## src/rtl/key_event_decoder.sv

```systemverilog
// Gesture decoder: turns debounced key edges into single-cycle short/double/long
// press pulses plus a hold level, all registered.
module key_event_decoder #(
  parameter int CNT_W    = 17,
  parameter int LONG_CNT = 128000,
  parameter int DBL_GAP  = 32000
) (
  input  logic clk,
  input  logic rst_n,
  input  logic key_flag,
  input  logic key_stable,
  output logic short_press,
  output logic double_press,
  output logic long_press,
  output logic key_hold
);

  typedef enum logic [2:0] {
    IDLE      = 3'd0,
    PRESS1    = 3'd1,
    WAIT2     = 3'd2,
    PRESS2    = 3'd3,
    LONG_HOLD = 3'd4
  } state_t;

  localparam logic [CNT_W-1:0] LONG_LAST = CNT_W'(LONG_CNT - 1);
  localparam logic [CNT_W-1:0] GAP_LAST  = CNT_W'(DBL_GAP - 1);

  state_t           state_q, state_d;
  logic [CNT_W-1:0] cnt_q, cnt_d;
  logic             short_q, short_d;
  logic             double_q, double_d;
  logic             long_q, long_d;
  logic             hold_q, hold_d;

  logic press_ev;
  logic release_ev;
  logic long_hit;
  logic gap_hit;

  assign press_ev   = key_flag & ~key_stable;
  assign release_ev = key_flag &  key_stable;
  assign long_hit   = (cnt_q == LONG_LAST);
  assign gap_hit    = (cnt_q == GAP_LAST);

  always_comb begin
    state_d  = state_q;
    short_d  = 1'b0;
    double_d = 1'b0;
    long_d   = 1'b0;

    // Where a key event and a terminal count coincide, the event takes priority.
    unique case (state_q)
      IDLE: begin
        if (press_ev) state_d = PRESS1;
      end
      PRESS1: begin
        if (release_ev) begin
          state_d = WAIT2;
        end else if (long_hit) begin
          state_d = LONG_HOLD;
          long_d  = 1'b1;
        end
      end
      WAIT2: begin
        if (press_ev) begin
          state_d = PRESS2;
        end else if (gap_hit) begin
          state_d = IDLE;
          short_d = 1'b1;
        end
      end
      PRESS2: begin
        if (release_ev) begin
          state_d  = IDLE;
          double_d = 1'b1;
        end else if (long_hit) begin
          state_d = LONG_HOLD;
          long_d  = 1'b1;
        end
      end
      LONG_HOLD: begin
        if (release_ev) state_d = IDLE;
      end
      default: state_d = IDLE;
    endcase

    hold_d = (state_d == LONG_HOLD);

    if (state_d != state_q) begin
      cnt_d = '0;
    end else if (state_q == PRESS1 || state_q == WAIT2 || state_q == PRESS2) begin
      cnt_d = cnt_q + 1'b1;
    end else begin
      cnt_d = cnt_q;
    end
  end

  always_ff @(posedge clk) begin
    if (!rst_n) begin
      state_q  <= IDLE;
      cnt_q    <= '0;
      short_q  <= 1'b0;
      double_q <= 1'b0;
      long_q   <= 1'b0;
      hold_q   <= 1'b0;
    end else begin
      state_q  <= state_d;
      cnt_q    <= cnt_d;
      short_q  <= short_d;
      double_q <= double_d;
      long_q   <= long_d;
      hold_q   <= hold_d;
    end
  end

  assign short_press  = short_q;
  assign double_press = double_q;
  assign long_press   = long_q;
  assign key_hold     = hold_q;

endmodule

```

## config.mk

```make
export PLATFORM = sky130hd
export DESIGN_NAME = key_event_decoder
export DESIGN_NICKNAME = d
export VERILOG_FILES = /design/src/rtl/key_event_decoder.sv
export SDC_FILE = /design/constraint.sdc
export NUM_CORES = 1
export LEC_CHECK = 0
export ABC_CLOCK_PERIOD_IN_PS = 2400
export CAP_MARGIN = 10
export CORE_ASPECT_RATIO = 1.2
export CORE_MARGIN = 4
export CORE_UTILIZATION = 56
export DETAILED_ROUTE_END_ITERATION = 6
export PLACE_DENSITY = 0.86
export SYNTH_ARGS = -nofsm -noshare
export SYNTH_HDL_FRONTEND = slang
export SYNTH_SLANG_ARGS = --single-unit
```

## constraint.sdc

```tcl
create_clock -name clk -period 2.4 [get_ports clk]
set_clock_uncertainty 0.1 [all_clocks]
set_input_delay 0.36 -clock clk [delete_from_list [all_inputs] [get_ports clk]]
set_output_delay 0.36 -clock clk [all_outputs]
set_load 0.1 [all_outputs]
```

==> metrics.md, run 1 <==
| Metric | Value |
|---|---|
| Largest buffer count on any clock path | `2` |
| Overall power | `~0.00067 W` |
| Clock Sinks | `24` |
| Via count of the first global-routing pass | `around 900` |
| Nets | `~140` |
| Die height | `around 58 um` |
| Remaining routing DRC violations | `0` |
| Unrepaired setup endpoints after global routing | `false` |
| Proportion of total power due to net switching | `0.2315` |
| Number of DRC markers after the initial detailed-route iteration | `21` |
| Top sig layer | `met4` |
| FF-to-FF setup slack | `roughly 330 ps` |
| Clock slew at reported path FFs | `130 ps` |
| Number of cells on the worst reg-to-reg path | `6` |
| Clock tree from TritonCTS | `built` |
| Routed WL | `2.138 mm` |
| Timing endpoint of the critical path | `cnt_q[13]` |
| Worst Hold Class | `reg2reg` |
| Mean instance size in the synthesized netlist | `roughly 9.2 um2` |
| Top cells by count, synth | `24 x sky130_fd_sc_hd__dfxtp_1, 16 x sky130_fd_sc_hd__nor2_1, 11 x sky130_fd_sc_hd__nand2_1, 11 x sky130_fd_sc_hd__nor3_1, 9 x sky130_fd_sc_hd__xnor2_1` |
| Placer congestion estimate | `just under 0.8` |
| Area of all placed cells without fillers | `approximately 1300 um2` |
| Effective utilization at floorplan | `0.5806` |
| Later-pin clock latency in the skew report | `310 ps` |
| VDD IR-drop max | `approximately 0.33 mV` |
| Synth unique cells | `35` |
| Combinational group share of total power | `0.064` |
| Standard-cell rows | `18` |
| Final Hold Vio Count | `0` |
| Count of instances resized after the clock tree is built | `0` |
| Post-CTS setup buffer count | `0` |
| Max-slew violations | `0` |
| Cell with the most instances after synthesis | `sky130_fd_sc_hd__dfxtp_1` |
| Number of ports placed on the die boundary | `8` |
| Hold-fix buffer count after cts | `0` |
| Startpoint-to-endpoint class of the critical path | `reg2reg` |
| Critical path startpoint category | `register` |
| Remaining number of nets flagged by the antenna check after routing | `0` |
| Portion of total power attributed to the clock network | `0.320` |
| Category of the worst setup path capture point | `register` |
| Standard cell area after detailed placement | `1265 um2` |
| Average detailed-routed wire length per instance | `around 13 um` |
| Hold Slack | `470.4 ps` |
| Maximum number of pins on one net before global-route repair | `14` |
| Final WS setup | `between 300 and 400 ps` |
| Outcome | `completed` |
| Max Cap Viol | `0` |
| Fraction of post-synthesis cell area in the top cell type by area | `0.4038` |
| Leakage Power | `roughly 0.46 nW` |
| Post-synthesis sequential area ratio | `0.4038` |
| Most used DFF post-synth | `sky130_fd_sc_hd__dfxtp_1` |
| Overall via count from detail_route | `934` |
| Met3 wire length | `96 um` |
| Met2 Routed Length | `about 1.1 mm` |
| Max Freq | `about 480 MHz` |
| Sequential group share of total power | `0.616` |
| Ratio of total power to cell area | `about 510 nW/um2` |
| Synth area leaders | `sky130_fd_sc_hd__dfxtp_1 40%, sky130_fd_sc_hd__xnor2_1 6.6%, sky130_fd_sc_hd__xor2_1 5.9%, sky130_fd_sc_hd__nor2_1 5.0%, sky130_fd_sc_hd__nor3_1 4.6%` |
| Per-cell via count in the routed design | `5.560` |
| Fraction of final layout cells sized beyond drive strength 1 | `0.1449` |
| Post-Place Worst Slack | `between 300 and 400 ps` |
| Final setup fails | `0` |
| IO Port Bufs | `7` |
| Total inserted antenna cells | `0` |
| Yosys top cell by area | `sky130_fd_sc_hd__dfxtp_1` |
| Number of antenna violations at the first check in global routing | `0` |
| Worst Hold Path Cells | `2` |
| Number of enable flip-flop cells after synthesis | `0` |
| Number of buffers created by CTS | `3` |
| Die area | `just under 3000 um2` |
| Worst slew pin tran | `553.0 ps` |
| Reg-to-Reg End | `cnt_q[13]` |
| Initial DRT Pass Iterations | `4` |
| Share of the clock period used by the worst path after layout | `0.8638` |
| H-tree Lvls | `1` |
| Root Buffer | `sky130_fd_sc_hd__clkbuf_4` |
| Instance count of the mapped netlist | `130` |
| Half-perimeter wire length of the detailed placement result | `1.580 mm` |
| Max_slew headroom | `0.6313` |
| Multi-input combinational cell area | `about 670 um2` |
| Required time of the worst setup path | `roughly 2500 ps` |
| Wire length of the first global-routing pass | `between 3 and 4 mm` |
| Width of the die | `roughly 50 um` |
| Total global routing overflow | `0` |
| Max FO, Critical Path | `11` |
| Total global-route track usage | `0.1664` |
| Number of nets in the synthesized netlist | `~140` |
| Number of fillers in the final layout | `174` |
| CORE AREA | `~2000 um2` |
| P&R area growth vs syn | `9.359%` |
| Data arrival time of the critical path | `2160 ps` |
| Worst reg2reg startpoint | `cnt_q[0]` |
| Cell-internal power | `roughly 0.00051 W` |
| Peak per-stage delay on the critical path | `~440 ps` |
| YS warnings | `0` |
| Sum Neg Setup Slack | `0 ps` |
| Critical-path cell with the highest stage delay | `sky130_fd_sc_hd__a21oi_2` |
| Start point of the critical path | `cnt_q[0]` |
| M1 wire length | `961 um` |
| Total standard cell area after synthesis | `about 1200 um2` |
| Number of register bits inferred by synthesis | `24` |
| Share of synthesized registers carrying an async set or reset | `0` |
| Area occupied by registers | `~480 um2` |
| Cells traversed along the worst timing path | `ha_1 -> nand4bb_1 -> nor4_4 -> o21ai_1 -> a21oi_2 -> nor3_1` |
| Psw | `0.0001542 W` |
| Minimum clock period | `2073 ps` |
-- layout by cell type (no fill, tap or decap), types with 2 or more instances in the layout --
cell,n
sky130_fd_sc_hd__nand2b_1,2
sky130_fd_sc_hd__nor2_1,16
sky130_fd_sc_hd__dfxtp_1,24
sky130_fd_sc_hd__nor3_2,3
sky130_fd_sc_hd__xnor2_1,9
sky130_fd_sc_hd__xor2_1,8
sky130_fd_sc_hd__nand4_1,6
sky130_fd_sc_hd__clkbuf_4,3
sky130_fd_sc_hd__o21ai_0,2
sky130_fd_sc_hd__nor3_1,11
sky130_fd_sc_hd__nor4_1,2
sky130_fd_sc_hd__clkdlybuf4s50_1,3
sky130_fd_sc_hd__buf_4,5
sky130_fd_sc_hd__nor4_2,2
sky130_fd_sc_hd__and3_1,3
sky130_fd_sc_hd__nand3_1,4
sky130_fd_sc_hd__nand2_1,11
sky130_fd_sc_hd__inv_1,2
sky130_fd_sc_hd__a21oi_1,2
sky130_fd_sc_hd__nand3b_1,2
sky130_fd_sc_hd__nor4_4,2
sky130_fd_sc_hd__o21ai_1,2
-- layer usage --
| metal | vias to the layer above | GRT usage |
|---|---|---|
| met1 | 428 | 0.2029 |
| met4 | 0 | 0.05138 |
| met3 | 2 | 0.03038 |
| li1 | 476 | - |
| met5 | - | 0 |
| met2 | 28 | 0.2948 |
-- final cells by class --
class,count,area share
sequential,24,0.3692
timing repair buffer,8,0.05192
clock buffer,4,0.02788
tap,30,0.02885
multi-input combinational,99,0.5135
inverter,3,0.008654
-- metrics by stage --
step	utilization	instances
2_1_floorplan	-	130
3_3_place_gp	0.6172	164
3_5_place_dp	0.6172	164
4_1_cts	0.6349	168
5_1_grt	0.6349	168
6_report	0.6349	168
-- critical path, delay by kind of cell (launching register included) --
family / cells / cell delay (ps)
AOI/OAI and AO/OA: 2 / 550
and+or+nand+nor: 3 / 650
adders and majority gates: 1 / 230
DFF: 1 / 420
-- power groups by stage --
stage | clock network [W] | registers, W | logic [W]
floorplan | 0 | 0.000416 | 0.0000307
global placement | 0 | 0.000418 | 0.0000415
detailed placement | 0 | 0.000419 | 0.0000423
CTS | 0.000216 | 0.000410 | 0.0000429
global route | 0.000234 | 0.000411 | 0.0000487
finish | 0.000213 | 0.000410 | 0.0000427
-- sequential cells by signal, indices dropped and copies added (netlist names) --
signal,cells
cnt_q,17
state_q,3
double_press,1
key_hold,1
long_press,1
short_press,1
-- logic make-up (layout without fill, tap and decap cells) --
kind of cell	Yosys count	after routing	synth area share
simple gates	68	68	0.3512
flops	24	24	0.4038
compound gates	12	12	0.06626
xor+xnor	17	17	0.1251
mux	1	1	0.008413
fa+ha+maj	1	1	0.01051
buf+inv	7	15	0.03469
-- worst min path at each step --
stage / slack [ps] / from / end
2_1_floorplan: 400 / cnt_q[15] / cnt_q[15]
3_3_place_gp: 430 / cnt_q[16] / cnt_q[16]
3_5_place_dp: 450 / cnt_q[15] / cnt_q[15]
4_1_cts: 470 / cnt_q[16] / cnt_q[16]
5_1_grt: 520 / cnt_q[3] / cnt_q[3]
6_report: 470 / cnt_q[16] / cnt_q[16]
Power figures use the tool's default switching activity.
==> run 2, diff against run 1 <==
- CORE_MARGIN: 4 -> 2
==> run 2 against run 1 <==
Compared with the run above:
- utilization is 0.088 points higher
- largest power group unchanged
- sequential share of layout area rose by 0.36 points
- non-clock buffer count is the same
- design area down 0.96%
- critical path type unchanged
- flip-flop and latch count unchanged
- clock-buffer cell count stayed put
- die area decreased by 14%
- hold slack is essentially flat
- first-iteration DRC count decreased by 67%
- critical path depth down 1
- combinational power grew 1%
- power shrank 0.40%
==> metrics.md, run 2 (same netlist as run 1, synthesis figures left out) <==
| Metric | Value |
|---|---|
| Outcome | `completed` |
| Number of buffers created by CTS | `3` |
| Clock tree from TritonCTS | `built` |
| IO Port Bufs | `7` |
| Portion of total power attributed to the clock network | `0.316` |
| Max Cap Viol | `0` |
| Total global-route track usage | `0.2012` |
| VDD IR-drop max | `around 0.31 mV` |
| Nets | `roughly 140` |
| Minimum clock period | `between 2000 and 2500 ps` |
| Data arrival time of the critical path | `approximately 2200 ps` |
| P&R area growth vs syn | `8.307%` |
| Average detailed-routed wire length per instance | `around 14 um` |
| Width of the die | `~46 um` |
| Worst Hold Class | `reg2reg` |
| Die height | `about 54 um` |
| Reg-to-Reg End | `cnt_q[5]` |
| Clock slew at reported path FFs | `~120 ps` |
| Maximum number of pins on one net before global-route repair | `14` |
| Initial DRT Pass Iterations | `4` |
| FF-to-FF setup slack | `between 300 and 400 ps` |
| Remaining number of nets flagged by the antenna check after routing | `0` |
| Later-pin clock latency in the skew report | `320 ps` |
| Post-Place Worst Slack | `between 300 and 400 ps` |
| Max Freq | `around 490 MHz` |
| Psw | `~0.00015 W` |
| Remaining routing DRC violations | `0` |
| Max FO, Critical Path | `11` |
| Wire length of the first global-routing pass | `between 3 and 4 mm` |
| Worst reg2reg startpoint | `cnt_q[4]` |
| Required time of the worst setup path | `between 2000 and 3000 ps` |
| Total global routing overflow | `0` |
| Worst Hold Path Cells | `2` |
| Total inserted antenna cells | `0` |
| Number of cells on the worst reg-to-reg path | `5` |
| Die area | `2511 um2` |
| Share of the clock period used by the worst path after layout | `0.8523` |
| Routed WL | `~2.2 mm` |
| Category of the worst setup path capture point | `register` |
| Hold wc startpoint | `cnt_q[16]` |
| Sum Neg Setup Slack | `0 ps` |
| Critical path startpoint category | `register` |
| Most common cell after layout, fill and taps aside | `sky130_fd_sc_hd__dfxtp_1` |
| Via count of the first global-routing pass | `861` |
| Largest buffer count on any clock path | `2` |
| Max-slew violations | `0` |
| Ratio of total power to cell area | `roughly 500 nW/um2` |
| Hold-critical path endpoint | `cnt_q[16]` |
| Final setup fails | `0` |
| Worst slew pin tran | `roughly 520 ps` |
| Number of ports placed on the die boundary | `8` |
| Placer congestion estimate | `~0.81` |
| Startpoint-to-endpoint class of the critical path | `reg2reg` |
| Half-perimeter wire length of the detailed placement result | `~1.7 mm` |
| Final WS setup | `approximately 350 ps` |
| Effective utilization at floorplan | `0.5870` |
| Max_slew headroom | `0.6510` |
| Largest register FFs | `17` |
| Clock Sinks | `24` |
| Count of instances resized after the clock tree is built | `0` |
| Root Buffer | `sky130_fd_sc_hd__clkbuf_4` |
| Sequential group share of total power | `0.618` |
| Cell-internal power | `between 0.0005 and 0.0006 W` |
| Proportion of total power due to net switching | `0.2282` |
| Number of DRC markers after the initial detailed-route iteration | `7` |
| Hold-fix buffer count after cts | `0` |
| CORE AREA | `approximately 2000 um2` |
| Register name with the most flops | `cnt_q` |
| Per-cell via count in the routed design | `6.070` |
| Overall via count from detail_route | `959` |
| Standard-cell rows | `18` |
| Fraction of final layout cells sized beyond drive strength 1 | `0.1449` |
| Number of fillers in the final layout | `~170` |
| Overall power | `0.0006635 W` |
| Registers with the most flip-flops | `cnt_q: 17 flops, state_q: 3 flops` |
| Combinational group share of total power | `0.065` |
| Final Hold Vio Count | `0` |
| Top library cells by usage in the layout, fill and taps aside | `24 x sky130_fd_sc_hd__dfxtp_1, 16 x sky130_fd_sc_hd__nor2_1, 11 x sky130_fd_sc_hd__nand2_1, 11 x sky130_fd_sc_hd__nor3_1, 9 x sky130_fd_sc_hd__xnor2_1` |
| Post-CTS setup buffer count | `0` |
| Leakage Power | `approximately 0.46 nW` |
| Unrepaired setup endpoints after global routing | `false` |
| Number of antenna violations at the first check in global routing | `0` |
| H-tree Lvls | `1` |
run 2: per-layer routing:
metal	part of all wire	wire length, um	GRT usage	vias to the layer above
met5	0	0	0	-
met4	0.020	44	0.09524	0
met3	0.036	81	0.03960	5
met2	0.50	1110	0.3565	28
met1	0.44	991	0.2261	453
li1	-	-	-	473
run 2: power by group through the flow:
| stage | registers, W | clock network [W] | logic [W] |
|---|---|---|---|
| floorplan | 0.000416 | 0 | 0.0000307 |
| global placement | 0.000418 | 0 | 0.0000412 |
| detailed placement | 0.000419 | 0 | 0.0000430 |
| CTS | 0.000410 | 0.000215 | 0.0000435 |
| global route | 0.000411 | 0.000230 | 0.0000480 |
| finish | 0.000410 | 0.000210 | 0.0000432 |
run 2: worst max path at each step:
stage	from	depth (start not counted)	endpoint	slack [ps]
2_1_floorplan	cnt_q[0]	7	cnt_q[11]	740
3_3_place_gp	key_stable	6	cnt_q[1]	370
3_5_place_dp	key_stable	5	cnt_q[15]	330
4_1_cts	cnt_q[0]	6	cnt_q[1]	340
5_1_grt	cnt_q[4]	5	cnt_q[0]	160
6_report	cnt_q[4]	5	cnt_q[5]	350
run 2: final cells by class:
class | instances | area (um2) | share of cell area
clock buffers | 4 | 36.28 | 0.02816
repair buffers | 8 | 67.56 | 0.05243
inverters | 3 | 11.26 | 0.008738
well taps | 20 | 25.02 | 0.01942
flip-flops and latches | 24 | 480.5 | 0.3728
multi-input cells | 99 | 668.1 | 0.5184
run 2: through the flow:
step / area [um2] / hold slack [ps] / util / std cells
floorplan: 1190 / 401.9 / - / 130
global placement: 1252 / 439.0 / 0.6179 / 154
detailed placement: 1252 / 451.1 / 0.6179 / 154
CTS: 1289 / 471.9 / 0.6358 / 158
global route: 1289 / 510.0 / 0.6358 / 158
finish: 1289 / 470.9 / 0.6358 / 158
run 2: critical path: stages, from the launching register on:
cell                      delay, ps
sky130_fd_sc_hd__dfxtp_1        470
sky130_fd_sc_hd__nand4_4        240
sky130_fd_sc_hd__nor4_4         440
sky130_fd_sc_hd__o21ai_1        120
sky130_fd_sc_hd__a21oi_2        420
sky130_fd_sc_hd__nor3_1         130
==> run 3, diff against run 2 <==
- GPL_TIMING_DRIVEN: default -> 0
==> run 3 against run 2 <==
Compared with the run above:
- utilization rose by 0.93 points
- clock-buffer cell count fell by 1
- critical endpoint is now double_press
- fmax fell by 9.0%
- wire length rose by 4.5%
- sequential share of layout area fell by 0.53 points
- power fell by 5.0%
==> metrics.md, run 3 (same netlist as run 1, synthesis figures left out) <==
| Metric | Value |
|---|---|
| Data arrival time of the critical path | `roughly 1800 ps` |
| Average detailed-routed wire length per instance | `roughly 15 um` |
| Placer congestion estimate | `~0.88` |
| Routed WL | `between 2 and 2.5 mm` |
| Worst reg2reg startpoint | `cnt_q[0]` |
| Most common cell after layout, fill and taps aside | `sky130_fd_sc_hd__dfxtp_1` |
| Width of the die | `46.08 um` |
| CORE AREA | `just over 2000 um2` |
| Standard-cell rows | `18` |
| Critical path's top delay family | `buffers and inverters` |
| Standard cell area after detailed placement | `between 1000 and 1500 um2` |
| Start point of the critical path | `double_press` |
| Sum Neg Setup Slack | `0 ps` |
| Minimum clock period | `between 2000 and 2500 ps` |
| Max Freq | `approximately 450 MHz` |
| Unrepaired setup endpoints after global routing | `false` |
| Worst Hold Path Cells | `2` |
| Share of the clock period used by the worst path after layout | `0.9362` |
| Via count of the first global-routing pass | `between 900 and 1000` |
| Hold wc startpoint | `cnt_q[15]` |
| Wire length of the first global-routing pass | `roughly 3.9 mm` |
| H-tree Lvls | `1` |
| Maximum number of pins on one net before global-route repair | `13` |
| Die height | `54.50 um` |
| Cells traversed along the worst timing path | `clkdlybuf4s50_1` |
| Registers with the most flip-flops | `cnt_q: 17 flops, state_q: 3 flops` |
| Ratio of total power to cell area | `slightly below 500 nW/um2` |
| Required time of the worst setup path | `just under 2000 ps` |
| Reg-to-Reg End | `cnt_q[11]` |
| Number of DRC markers after the initial detailed-route iteration | `12` |
| Number of fillers in the final layout | `177` |
| Total inserted antenna cells | `0` |
| Max-slew violations | `0` |
| Later-pin clock latency in the skew report | `~320 ps` |
| Half-perimeter wire length of the detailed placement result | `1.698 mm` |
| Register name with the most flops | `cnt_q` |
| Initial DRT Pass Iterations | `4` |
| Number of buffers created by CTS | `3` |
| Per-cell via count in the routed design | `~6.0` |
| Max FO, Critical Path | `1` |
| Post-Place Worst Slack | `approximately 170 ps` |
| Root Buffer | `sky130_fd_sc_hd__clkbuf_4` |
| Overall via count from detail_route | `965` |
| P&R area growth vs syn | `9.884%` |
| Final Hold Vio Count | `0` |
| Peak per-stage delay on the critical path | `1120 ps` |
| Largest buffer count on any clock path | `2` |
| Instance count on the critical path | `1` |
| Post-CTS setup buffer count | `0` |
| Total global-route track usage | `0.2208` |
| Final setup fails | `0` |
| Total global routing overflow | `0` |
| Critical-path cell with the highest stage delay | `sky130_fd_sc_hd__clkdlybuf4s50_1` |
| Fraction of final layout cells sized beyond drive strength 1 | `0.1214` |
| Timing endpoint of the critical path | `double_press` |
| Category of the worst setup path capture point | `output pin` |
| Max_slew headroom | `0.3539` |
| Outcome | `completed` |
| IO Port Bufs | `7` |
| Critical path startpoint category | `register` |
| VDD IR-drop max | `0.3057 mV` |
| Buffers plus inverters on the worst setup path | `1` |
| Die area | `roughly 2500 um2` |
| FF-to-FF setup slack | `440 ps` |
| Nets | `roughly 150` |
| Max Cap Viol | `0` |
| Clock Sinks | `24` |
| Number of cells on the worst reg-to-reg path | `7` |
| Number of ports placed on the die boundary | `8` |
| Number of antenna violations at the first check in global routing | `0` |
| Remaining routing DRC violations | `0` |
| Leakage Power | `between 0.4 and 0.5 nW` |
| Startpoint-to-endpoint class of the critical path | `reg2out` |
| Largest register FFs | `17` |
| Effective utilization at floorplan | `0.5870` |
| Worst Hold Class | `reg2reg` |
| Final WS setup | `about 150 ps` |
| Clock slew at reported path FFs | `about 120 ps` |
| Clock tree from TritonCTS | `built` |
| Hold-fix buffer count after cts | `0` |
| Area of all placed cells without fillers | `roughly 1300 um2` |
| Remaining number of nets flagged by the antenna check after routing | `0` |
| Count of instances resized after the clock tree is built | `0` |
| Top library cells by usage in the layout, fill and taps aside | `24 x sky130_fd_sc_hd__dfxtp_1, 16 x sky130_fd_sc_hd__nor2_1, 11 x sky130_fd_sc_hd__nand2_1, 11 x sky130_fd_sc_hd__nor3_1, 9 x sky130_fd_sc_hd__xnor2_1` |
| Worst slew pin tran | `~970 ps` |
run 3: cell types whose count changed in the layout (fill, tap and decap cells not counted), sizes merged:
cell           before  now
buf                 5    3
clkdlybuf4s50       3    7
run 3: worst min-delay path by stage:
| stage | endpoint |
|---|---|
| after floorplan | cnt_q[15] |
| after global placement | cnt_q[16] |
| after detailed placement | cnt_q[15] |
| after CTS | cnt_q[15] |
| after global routing | cnt_q[16] |
| final | cnt_q[15] |
run 3: layer usage:
metal  track usage  part of all wire  vias to the layer above
met1        0.2258              0.41                      457
met4        0.1810             0.036                        0
met3       0.04290             0.027                        9
li1              -                 -                      481
met5             0                 0                        -
met2        0.3796              0.52                       18
run 3: final cells by class:
class	count	area [um2]	share of cell area
multi-input combinational	99	668.1	0.5110
sequential	24	480.5	0.3675
timing repair buffer	7	70.07	0.05359
buffer	4	30.03	0.02297
tap	20	25.02	0.01914
clock buffer	3	22.52	0.01722
inverter	3	11.26	0.008612
run 3: stage by stage:
| stage | power (W) | utilization | hold WS (ps) | instances |
|---|---|---|---|---|
| after floorplan | 0.0004462 | - | 401.9 | 130 |
| after global placement | 0.0004615 | 0.6340 | 444.7 | 157 |
| after detailed placement | 0.0004636 | 0.6340 | 459.1 | 157 |
| after CTS | 0.0006318 | 0.6451 | 490.6 | 160 |
| after global routing | 0.0006563 | 0.6451 | 516.9 | 160 |
| final | 0.0006305 | 0.6451 | 490.5 | 160 |
run 3: where the power goes:
part	switching, W	internal [W]
Combinational	0.0000292	0.0000177
Sequential	0.00000568	0.000402
Clock	0.000117	0.0000590
Total	0.000152	0.000479
